<file path="config.mk">
export PLATFORM = sky130hd
export DESIGN_NAME = cpu_clk_ctrl
export DESIGN_NICKNAME = d
export VERILOG_FILES = /design/src/rtl/cpu_clk_ctrl.sv
export SDC_FILE = /design/constraint.sdc
export NUM_CORES = 1
export LEC_CHECK = 0
export BUFFER_PORTS_ARGS = -buffer_cell sky130_fd_sc_hd__clkbuf_2
export CORE_MARGIN = 3
export CORE_UTILIZATION = 40
export CTS_CLUSTER_DIAMETER = 30
export DETAILED_ROUTE_END_ITERATION = 8
export SLEW_MARGIN = 5
export SYNTH_ARGS = -nofsm -noshare
export SYNTH_HDL_FRONTEND = slang
export SYNTH_SLANG_ARGS = --single-unit
export TNS_END_PERCENT = 50
</file>
<file path="constraint.sdc">
create_clock -name clk -period 2.1 [get_ports clk]
set_clock_uncertainty 0.2 [all_clocks]
set_input_delay 0.42 -clock clk [delete_from_list [all_inputs] [get_ports clk]]
set_output_delay 0.42 -clock clk [all_outputs]
set_load 0.01 [all_outputs]
</file>
<file path="src/rtl/cpu_clk_ctrl.sv">
// CPU clock-enable controller: turns the selected run rate, a debounced step
// button or hold into single-cycle cpu_en strobes, switching modes only at strobe boundaries.
module cpu_clk_ctrl #(
    parameter int unsigned FAST_DIV   = 4,
    parameter int unsigned SLOW_DIV   = 33554432,
    parameter int unsigned DEB_CYCLES = 65536
) (
    input  logic        clk,
    input  logic        rst,
    input  logic [1:0]  mode,
    input  logic        step_btn,
    output logic        cpu_en,
    output logic [1:0]  mode_cur,
    output logic        pending,
    output logic [31:0] tick_cnt
);

    localparam logic [1:0] MODE_FAST = 2'b00;
    localparam logic [1:0] MODE_SLOW = 2'b01;
    localparam logic [1:0] MODE_STEP = 2'b10;
    localparam logic [1:0] MODE_HOLD = 2'b11;

    localparam int unsigned     DEB_W     = $clog2(DEB_CYCLES);
    localparam logic [DEB_W-1:0] DEB_LAST = DEB_W'(DEB_CYCLES - 32'd1);
    localparam logic [31:0]     FAST_LAST = 32'(FAST_DIV - 32'd1);
    localparam logic [31:0]     SLOW_LAST = 32'(SLOW_DIV - 32'd1);

    logic [1:0]       mode_s1_r;
    logic [1:0]       mode_req_r;
    logic [1:0]       sync_vld_r;
    logic             btn_s1_r;
    logic             btn_sync_r;
    logic [DEB_W-1:0] deb_cnt_r;
    logic             deb_lvl_r;
    logic             deb_rise_r;
    logic [31:0]      presc_r;
    logic             cpu_en_r;
    logic [1:0]       mode_cur_r;
    logic             pending_r;
    logic [31:0]      tick_cnt_r;

    logic             change_s;
    logic [31:0]      presc_last_s;
    logic [DEB_W-1:0] deb_cnt_nxt_s;
    logic             deb_lvl_nxt_s;
    logic             deb_rise_nxt_s;
    logic [31:0]      presc_nxt_s;
    logic             cpu_en_nxt_s;
    logic [1:0]       mode_nxt_s;

    // A cleared mode chain reads as a fast request, so it is ignored until two real samples have arrived.
    assign change_s     = sync_vld_r[1] && (mode_req_r != mode_cur_r);
    assign presc_last_s = mode_cur_r[0] ? SLOW_LAST : FAST_LAST;

    // Two-flop synchronizers for the mode request and the push-button.
    always_ff @(posedge clk or negedge rst) begin
        if (!rst) begin
            mode_s1_r  <= 2'b00;
            mode_req_r <= 2'b00;
            sync_vld_r <= 2'b00;
            btn_s1_r   <= 1'b0;
            btn_sync_r <= 1'b0;
        end else begin
            mode_s1_r  <= mode;
            mode_req_r <= mode_s1_r;
            sync_vld_r <= {sync_vld_r[0], 1'b1};
            btn_s1_r   <= step_btn;
            btn_sync_r <= btn_s1_r;
        end
    end

    // Debounce: a differing level must persist DEB_CYCLES samples before it is accepted.
    always_comb begin
        deb_cnt_nxt_s  = deb_cnt_r;
        deb_lvl_nxt_s  = deb_lvl_r;
        deb_rise_nxt_s = 1'b0;
        if (btn_sync_r == deb_lvl_r) begin
            deb_cnt_nxt_s = '0;
        end else if (deb_cnt_r == DEB_LAST) begin
            deb_cnt_nxt_s  = '0;
            deb_lvl_nxt_s  = ~deb_lvl_r;
            deb_rise_nxt_s = ~deb_lvl_r;
        end else begin
            deb_cnt_nxt_s = deb_cnt_r + DEB_W'(1);
        end
    end

    // Debounce state registers.
    always_ff @(posedge clk or negedge rst) begin
        if (!rst) begin
            deb_cnt_r  <= '0;
            deb_lvl_r  <= 1'b0;
            deb_rise_r <= 1'b0;
        end else begin
            deb_cnt_r  <= deb_cnt_nxt_s;
            deb_lvl_r  <= deb_lvl_nxt_s;
            deb_rise_r <= deb_rise_nxt_s;
        end
    end

    // Strobe generation and mode apply; run modes switch only on the strobe edge.
    always_comb begin
        presc_nxt_s  = 32'd0;
        cpu_en_nxt_s = 1'b0;
        mode_nxt_s   = mode_cur_r;
        case (mode_cur_r)
            MODE_FAST, MODE_SLOW: begin
                if (presc_r == presc_last_s) begin
                    cpu_en_nxt_s = 1'b1;
                    presc_nxt_s  = 32'd0;
                    if (change_s) begin
                        mode_nxt_s = mode_req_r;
                    end else begin
                        mode_nxt_s = mode_cur_r;
                    end
                end else begin
                    presc_nxt_s = presc_r + 32'd1;
                end
            end
            MODE_STEP: begin
                // A pending mode change beats a simultaneous button edge.
                if (change_s) begin
                    mode_nxt_s = mode_req_r;
                end else if (deb_rise_r && !cpu_en_r) begin
                    cpu_en_nxt_s = 1'b1;
                end else begin
                    cpu_en_nxt_s = 1'b0;
                end
            end
            MODE_HOLD: begin
                if (change_s) begin
                    mode_nxt_s = mode_req_r;
                end else begin
                    mode_nxt_s = mode_cur_r;
                end
            end
            default: begin
                mode_nxt_s = MODE_HOLD;
            end
        endcase
    end

    // Control and output registers.
    always_ff @(posedge clk or negedge rst) begin
        if (!rst) begin
            presc_r    <= 32'd0;
            cpu_en_r   <= 1'b0;
            mode_cur_r <= MODE_HOLD;
            pending_r  <= 1'b0;
            tick_cnt_r <= 32'd0;
        end else begin
            presc_r    <= presc_nxt_s;
            cpu_en_r   <= cpu_en_nxt_s;
            mode_cur_r <= mode_nxt_s;
            pending_r  <= change_s;
            if (cpu_en_r) begin
                tick_cnt_r <= tick_cnt_r + 32'd1;
            end else begin
                tick_cnt_r <= tick_cnt_r;
            end
        end
    end

    assign cpu_en   = cpu_en_r;
    assign mode_cur = mode_cur_r;
    assign pending  = pending_r;
    assign tick_cnt = tick_cnt_r;

endmodule

</file>
==> results by group, run 1 <==
Run status
  • Status: completed

Die
  • Vert. Die Dim: around 110 um
  • Initial Utilization: a little over two fifths
  • Cell row count: 36
  • Die width: roughly 110 um
  • Core Footprint: roughly 10,000 um2
  • Total die area: between 10,000 and 15,000 um2
  • IO Count: between 40 and 50

Clock network
  • Reg clk slew, reported paths: 0.10 ns
  • Clk buf depth: 2
  • Clock root cell: clkbuf_8
  • H-Tree Depth: 3
  • CTS tree: yes
  • Clk_lat worst skew: around 0.37 ns
  • Sink Count: 94
  • CTS Buf Count: 9

Yosys
  • Synth area leaders: dfrtp_1, xor2_1, xnor2_1, nor2_1, nand3_1
  • Most frequent cell after synthesis: dfrtp_1
  • Yosys reg bits: between 90 and 100
  • Synth unique cells: between 40 and 50
  • Synth warn: 0
  • Cells after Synth: 391
  • Sequential share of the synthesized area: 55.5%
  • Post-synth EDFFs: 0
  • Post-synth design cell area: 4240 um2
  • Largest area contributor in the netlist: dfrtp_1
  • Syn Area/Cell: 10.8 um2
  • Post-synth top cells: dfrtp_1, nor2_1, xor2_1, xnor2_1, nand2_1
  • Syn nets: 399
  • Most used DFF post-synth: dfrtp_1
  • Post-synth ARST share: 100%
  • Post-synth top area share: between 50% and 60%

STA
  • Fin crit share: between 90% and 100%
  • Count of pins over their slew limit: 0
  • Setup TNS: 0 ns
  • Slack of the critical path: about 0.043 ns
  • Max Freq: a little under 500 MHz
  • Final worst path period need: around 2.1 ns
  • Final setup vio count: 0
  • RSZ-0062 raised after global routing: true
  • Hold Vio Cnt, Final: 0

Place
  • Placer congestion estimate: 0.777
  • Placed insts: between 500 and 600
  • Detailed Place HPWL: about 5800 um
  • Input/output buffers: 40
  • Pre-CTS setup slack: slightly above 0.04 ns

Power and ir drop
  • Power Dens Cells: a little under 800 nW/um2
  • NetSw: between 1000 and 1500 uW
  • Switching Share: between 20% and 30%
  • Clock Power Share: about 30%
  • Highest ir drop seen on vdd: around 0.60 mV
  • Sequential power share: between 50% and 60%
  • Combinational power share: between 20% and 30%
  • P_int: between 2000 and 3000 uW
  • LEAKAGE: approximately 0.0024 uW

Global route
  • Vias in the first global route: between 2,000 and 3,000
  • M3 GR Usage: 4.20%
  • Top Usage Layer GRT: met2
  • M2 GR Usage: 22.6%
  • Initial antenna violation count: 0
  • First-pass GRT wire length: 14,000 um
  • Largest net degree at the start of global routing: 38
  • All-Layer GR Usage: between 10 and 15%
  • GR Layer Usage met1: 20.9%
  • Grt ovf: 0

Finish
  • Final Core Density: 51.8%
  • NumNets Final: 487
  • Share of layout cells above drive strength 1: roughly a quarter
  • Ant diodes: 0
  • Non-Filler Instances: 616
  • Area grow syn2layout: 22.8%

Setup path
  • Max incr delay on CP: about 0.41 ns
  • Arr. time, crit path: ~2.1 ns
  • CP Class: reg2reg
  • Critical Path End Type: flop
  • Crit start category: flop
  • Crit-path max FO: 4
  • Slowest CP cell: dfrtp_1
  • Req. time, crit path: around 2.2 ns
  • Most frequent CP cell: nor4_2
  • CP Buf/Inv Count: 1
  • CP Cell Sequence: nor4_2 > nand4_1 > nor4_2 > buf_4 > o21ai_2 > a21boi_2 > mux2_1
  • Top delay family on crit path: simple AND/OR/NAND/NOR gates

Drt
  • DR iter-0 viols: approximately 140
  • Vias per cell: 4.93
  • DRC Markers: 0
  • Drt wl/cell: between 10 and 15 um
  • First-pass iteration count of the detailed router: 5
  • DRT Wirelength: between 8000 and 9000 um
  • Detail Route Antenna Nets: 0
  • Via count: slightly above 3,000

Worst hold path
  • HP Class: reg2reg

Flow run
  • MaxCap Viol Count: 0
## logic make-up (layout without fill, tap and decap cells)
group / Yosys count / after routing / synth area share, %
AOI/OAI and AO/OA: 9 / 9 / 1.56
xor gates and xnor gates: 77 / 77 / 15.9
adders and majority gates: 3 / 3 / 0.886
buffers and inverters: 15 / 107 / 1.83
DFF: 94 / 94 / 55.5
muxes: 4 / 4 / 1.03
other: 1 / 1 / 0.0885
and+or+nand+nor: 188 / 188 / 23.1
## final timing paths
| check | startpoint | end | slack, ns | depth (start not counted) |
|---|---|---|---|---|
| min | sync_vld_r[0]$_DFF_PN0_ | sync_vld_r[1]$_DFF_PN0_ | 0.16 | 0 |
| max reg2reg | presc_r[12]$_DFF_PN0_ | mode_cur[0]$_DFFE_PN1P_ | 0.04 | 7 |
| min in group asynchronous | rst | sync_vld_r[1]$_DFF_PN0_ | 0.35 | 2 |
| min reg2reg | sync_vld_r[0]$_DFF_PN0_ | sync_vld_r[1]$_DFF_PN0_ | 0.16 | 0 |
| max in group asynchronous | rst | deb_cnt_r[5]$_DFF_PN0_ | 0.76 | 3 |
| max | presc_r[12]$_DFF_PN0_ | mode_cur[0]$_DFFE_PN1P_ | 0.04 | 7 |
## layout make-up
class | instances | area [um2]
sequential | 94 | 2360
tap | 133 | 166
multi-input combinational | 282 | 1870
clock buffer | 9 | 124
timing repair buffer | 86 | 583
clock inverter | 6 | 76.3
inverter | 6 | 22.5
fill | 916 | 4840
## worst register-to-register path, delay by kind of cell, from the launching register on
family,cells,cell delay [ns]
buf+inv,1,0.15
flops,1,0.41
compound gates,2,0.25
simple gates,3,0.66
mux,1,0.32
## cells in the final DEF, fill, tap and decap left out, types with 2 or more instances in the layout
master / synthesis / layout
and4_1: 8 / 7
dfrtp_1: 92 / 90
dfstp_2: 2 / 2
nand4_1: 21 / 21
nor2_4: 1 / 2
nand2_1: 30 / 30
mux2_2: 2 / 2
clkbuf_8: 0 / 9
buf_4: 5 / 41
nor3_1: 6 / 5
nand3_1: 29 / 29
inv_6: 0 / 4
nand4_4: 1 / 2
inv_1: 6 / 6
nor3_2: 2 / 3
xor2_1: 42 / 42
and3_1: 6 / 6
buf_12: 0 / 2
a21oi_1: 3 / 3
clkbuf_2: 0 / 39
ha_1: 3 / 3
nor4_2: 0 / 5
dfrtp_2: 0 / 2
dlygate4sd3_1: 0 / 4
nor2_1: 63 / 62
nand2_2: 2 / 2
xnor2_1: 35 / 35
nor4_1: 7 / 2
## sequential cells by signal, indices dropped and copies added, names as in the netlist
name and flops:
btn_sync_r 1, deb_rise_r 1, deb_cnt_r 16, btn_s1_r 1, mode_cur 2, mode_s1_r 2, sync_vld_r 2, pending 1
presc_r 32, cpu_en 1, tick_cnt 32, mode_req_r 2, deb_lvl_r 1
## stage by stage
step	area [um2]	hold WS [ns]	power, uW
3_3_place_gp	4860	0.133	2840
5_1_grt	5200	0.164	4360
4_1_cts	5100	0.162	4110
3_5_place_dp	4860	0.136	2850
6_report	5200	0.159	4110
2_1_floorplan	4240	-0.0756	2510
## per-layer routing
metal  part of all wire (%)  wire length, um  vias to the layer above
li1                       -                -                     1497
met1                     47             3880                     1491
met2                     49             4020                       38
met3                    3.6              299                        8
met4                   0.88               73                        0
met5                      0                0                        -
## timing repair
action | 4_1_cts | 5_1_grt
setup endpoints to repair | 0 | 38
resized for setup | 0 | 15
hold endpoints to repair | 35 | 0
hold buffers | 4 | 0
setup buffers | 0 | 5
## power by group through the flow
stage | logic (uW) | registers (uW) | clock network (uW)
after global routing | 921 | 2080 | 1360
after global placement | 756 | 2090 | 0
after floorplan | 380 | 2130 | 0
after CTS | 770 | 2060 | 1280
final | 825 | 2060 | 1230
after detailed placement | 761 | 2090 | 0
(Power assumes the default switching activity.)
==> run 2, diff against run 1 <==
Settings changed: CELL_PAD_IN_SITES_DETAIL_PLACEMENT from default to 2, CELL_PAD_IN_SITES_GLOBAL_PLACEMENT from default to 2, CORE_UTILIZATION 40 to 39, PLACE_DENSITY_LB_ADDON from default to 0.1.
==> results by group, run 2 (synthesis gave the netlist of run 1 again) <==
Setup path
  • CP Class: reg2reg
  • Crit-path max FO: 5
  • Critical Path End Type: flop
  • Arr. time, crit path: between 2 and 2.5 ns
  • Req. time, crit path: ~2.2 ns
  • Crit start category: flop

Die
  • Total die area: approximately 12,000 um2
  • Vert. Die Dim: roughly 110 um
  • Die width: between 100 and 150 um
  • Cell row count: 37
  • IO Count: 41
  • Initial Utilization: 40.5%
  • Core Footprint: 10,500 um2

Global route
  • First-pass GRT wire length: ~18,000 um
  • All-Layer GR Usage: between 10% and 20%
  • Largest net degree at the start of global routing: between 90 and 100
  • Grt ovf: 0
  • Initial antenna violation count: 0
  • Vias in the first global route: 3,586

Clock network
  • CTS Buf Count: 9
  • Reg clk slew, reported paths: 0.10 ns
  • Clock root cell: clkbuf_8
  • Sink Count: 94
  • H-Tree Depth: 3
  • Clk buf depth: 2
  • Clk_lat worst skew: 0.37 ns
  • CTS tree: yes

STA
  • RSZ-0062 raised after global routing: true
  • Max Freq: 481 MHz
  • Hold Vio Cnt, Final: 0
  • Fin crit share: between 90% and 100%
  • Final setup vio count: 0
  • Final worst path period need: slightly above 2 ns
  • Setup TNS: 0 ns
  • Rel. slew slack: between 60% and 70%
  • Slew @ Worst Pin: slightly above 0.5 ns
  • Count of pins over their slew limit: 0

Place
  • Input/output buffers: 40
  • Placer congestion estimate: 0.753
  • Detailed Place HPWL: about 7700 um

Finish
  • NumNets Final: between 400 and 500
  • Most frequent cells in the layout: dfrtp_1, nor2_1, xor2_1
  • Ant diodes: 0
  • Area grow syn2layout: 22.1%
  • Share of layout cells above drive strength 1: around a quarter
  • Commonest non-fill, non-tap cell in the layout: dfrtp_1

Power and ir drop
  • Power Dens Cells: between 800 and 900 nW/um2
  • NetSw: roughly 1200 uW
  • Total power: approximately 4200 uW
  • P_int: about 2900 uW
  • Sequential power share: 50.0%
  • Clock Power Share: a little under a third
  • Combinational power share: between 15 and 20%
  • Highest ir drop seen on vdd: 0.348 mV
  • Switching Share: 29.4%
  • LEAKAGE: roughly 0.0024 uW

Drt
  • First-pass iteration count of the detailed router: 4
  • DRT Wirelength: roughly 11,000 um
  • Drt wl/cell: between 15 and 20 um
  • Vias per cell: ~5.1
  • DR iter-0 viols: 82
  • Detail Route Antenna Nets: 0
  • Via count: between 3,000 and 4,000
  • DRC Markers: 0

Flow run
  • MaxCap Viol Count: 0

Worst hold path
  • HP Class: reg2reg

Run status
  • Status: completed
run 2: cell count changes in the layout (fill, tap and decap cells not counted), moves of 2 or more:
cell	delta
inv_6	-4
dfrtp_1	-3
dfrtp_2	+3
nor4_1	+2
clkbuf_8	+2
nor4_2	-2
buf_4	-2
run 2: worst max-delay path: stages, from the launching register on:
cell	delay, ns
dfrtp_1	0.45
and4_2	0.32
nand4_1	0.13
a211oi_2	0.29
o21ai_2	0.12
a21boi_2	0.19
mux2_4	0.32
run 2: layout make-up:
cell class	count	area, um2
repair buffers	84	568
fillers	1099	5290
inverters	6	22.5
flip-flops and latches	94	2360
multi-input cells	282	1850
well taps	136	170
clock buffers	12	155
clock inverters	3	43.8
run 2: timing repair:
item	in CTS	in global routing
buffers inserted	1	4
pin swaps	1	2
hold buffers	4	0
endpoints found under the setup margin	41	42
hold endpoints to repair	95	0
gates resized for setup	7	9
run 2: power by group through the flow:
stage | clock [uW] | sequential, uW | combinational [uW]
after floorplan | 0 | 2130 | 380
final | 1250 | 2080 | 825
after CTS | 1290 | 2080 | 785
after global routing | 1390 | 2100 | 918
after detailed placement | 0 | 2120 | 755
after global placement | 0 | 2110 | 717
run 2: metal layers:
| metal | part of all wire [%] | track usage, % |
|---|---|---|
| met1 | 45 | 24.9 |
| met5 | 0 | 0 |
| met4 | 1.4 | 6.33 |
| met2 | 52 | 33.4 |
| met3 | 2.1 | 3.73 |
run 2: stage by stage:
step / hold slack [ns] / instances / cell area (um2) / utilization (%) / worst slack [ns]
after global placement: 0.134 / 593 / 4840 / 46.3 / 0.0442
after CTS: 0.166 / 613 / 5120 / 49.0 / -0.0150
after detailed placement: 0.145 / 593 / 4840 / 46.3 / -0.105
after global routing: 0.168 / 617 / 5170 / 49.5 / -0.0443
after floorplan: -0.0756 / 391 / 4240 / - / 0.0998
final: 0.161 / 617 / 5170 / 49.5 / 0.0208
run 2: worst paths after layout:
kind / start / cells past startpoint / to / slack (ns)
max: presc_r[3]$_DFF_PN0_ / 6 / mode_cur[0]$_DFFE_PN1P_ / 0.02
min: mode_s1_r[1]$_DFF_PN0_ / 0 / mode_req_r[1]$_DFF_PN0_ / 0.16
max reg2reg: presc_r[3]$_DFF_PN0_ / 6 / mode_cur[0]$_DFFE_PN1P_ / 0.02
min reg2reg: mode_s1_r[1]$_DFF_PN0_ / 0 / mode_req_r[1]$_DFF_PN0_ / 0.16
max in group asynchronous: rst / 3 / tick_cnt[0]$_DFFE_PN0P_ / 0.83
min in group asynchronous: rst / 3 / presc_r[5]$_DFF_PN0_ / 0.42
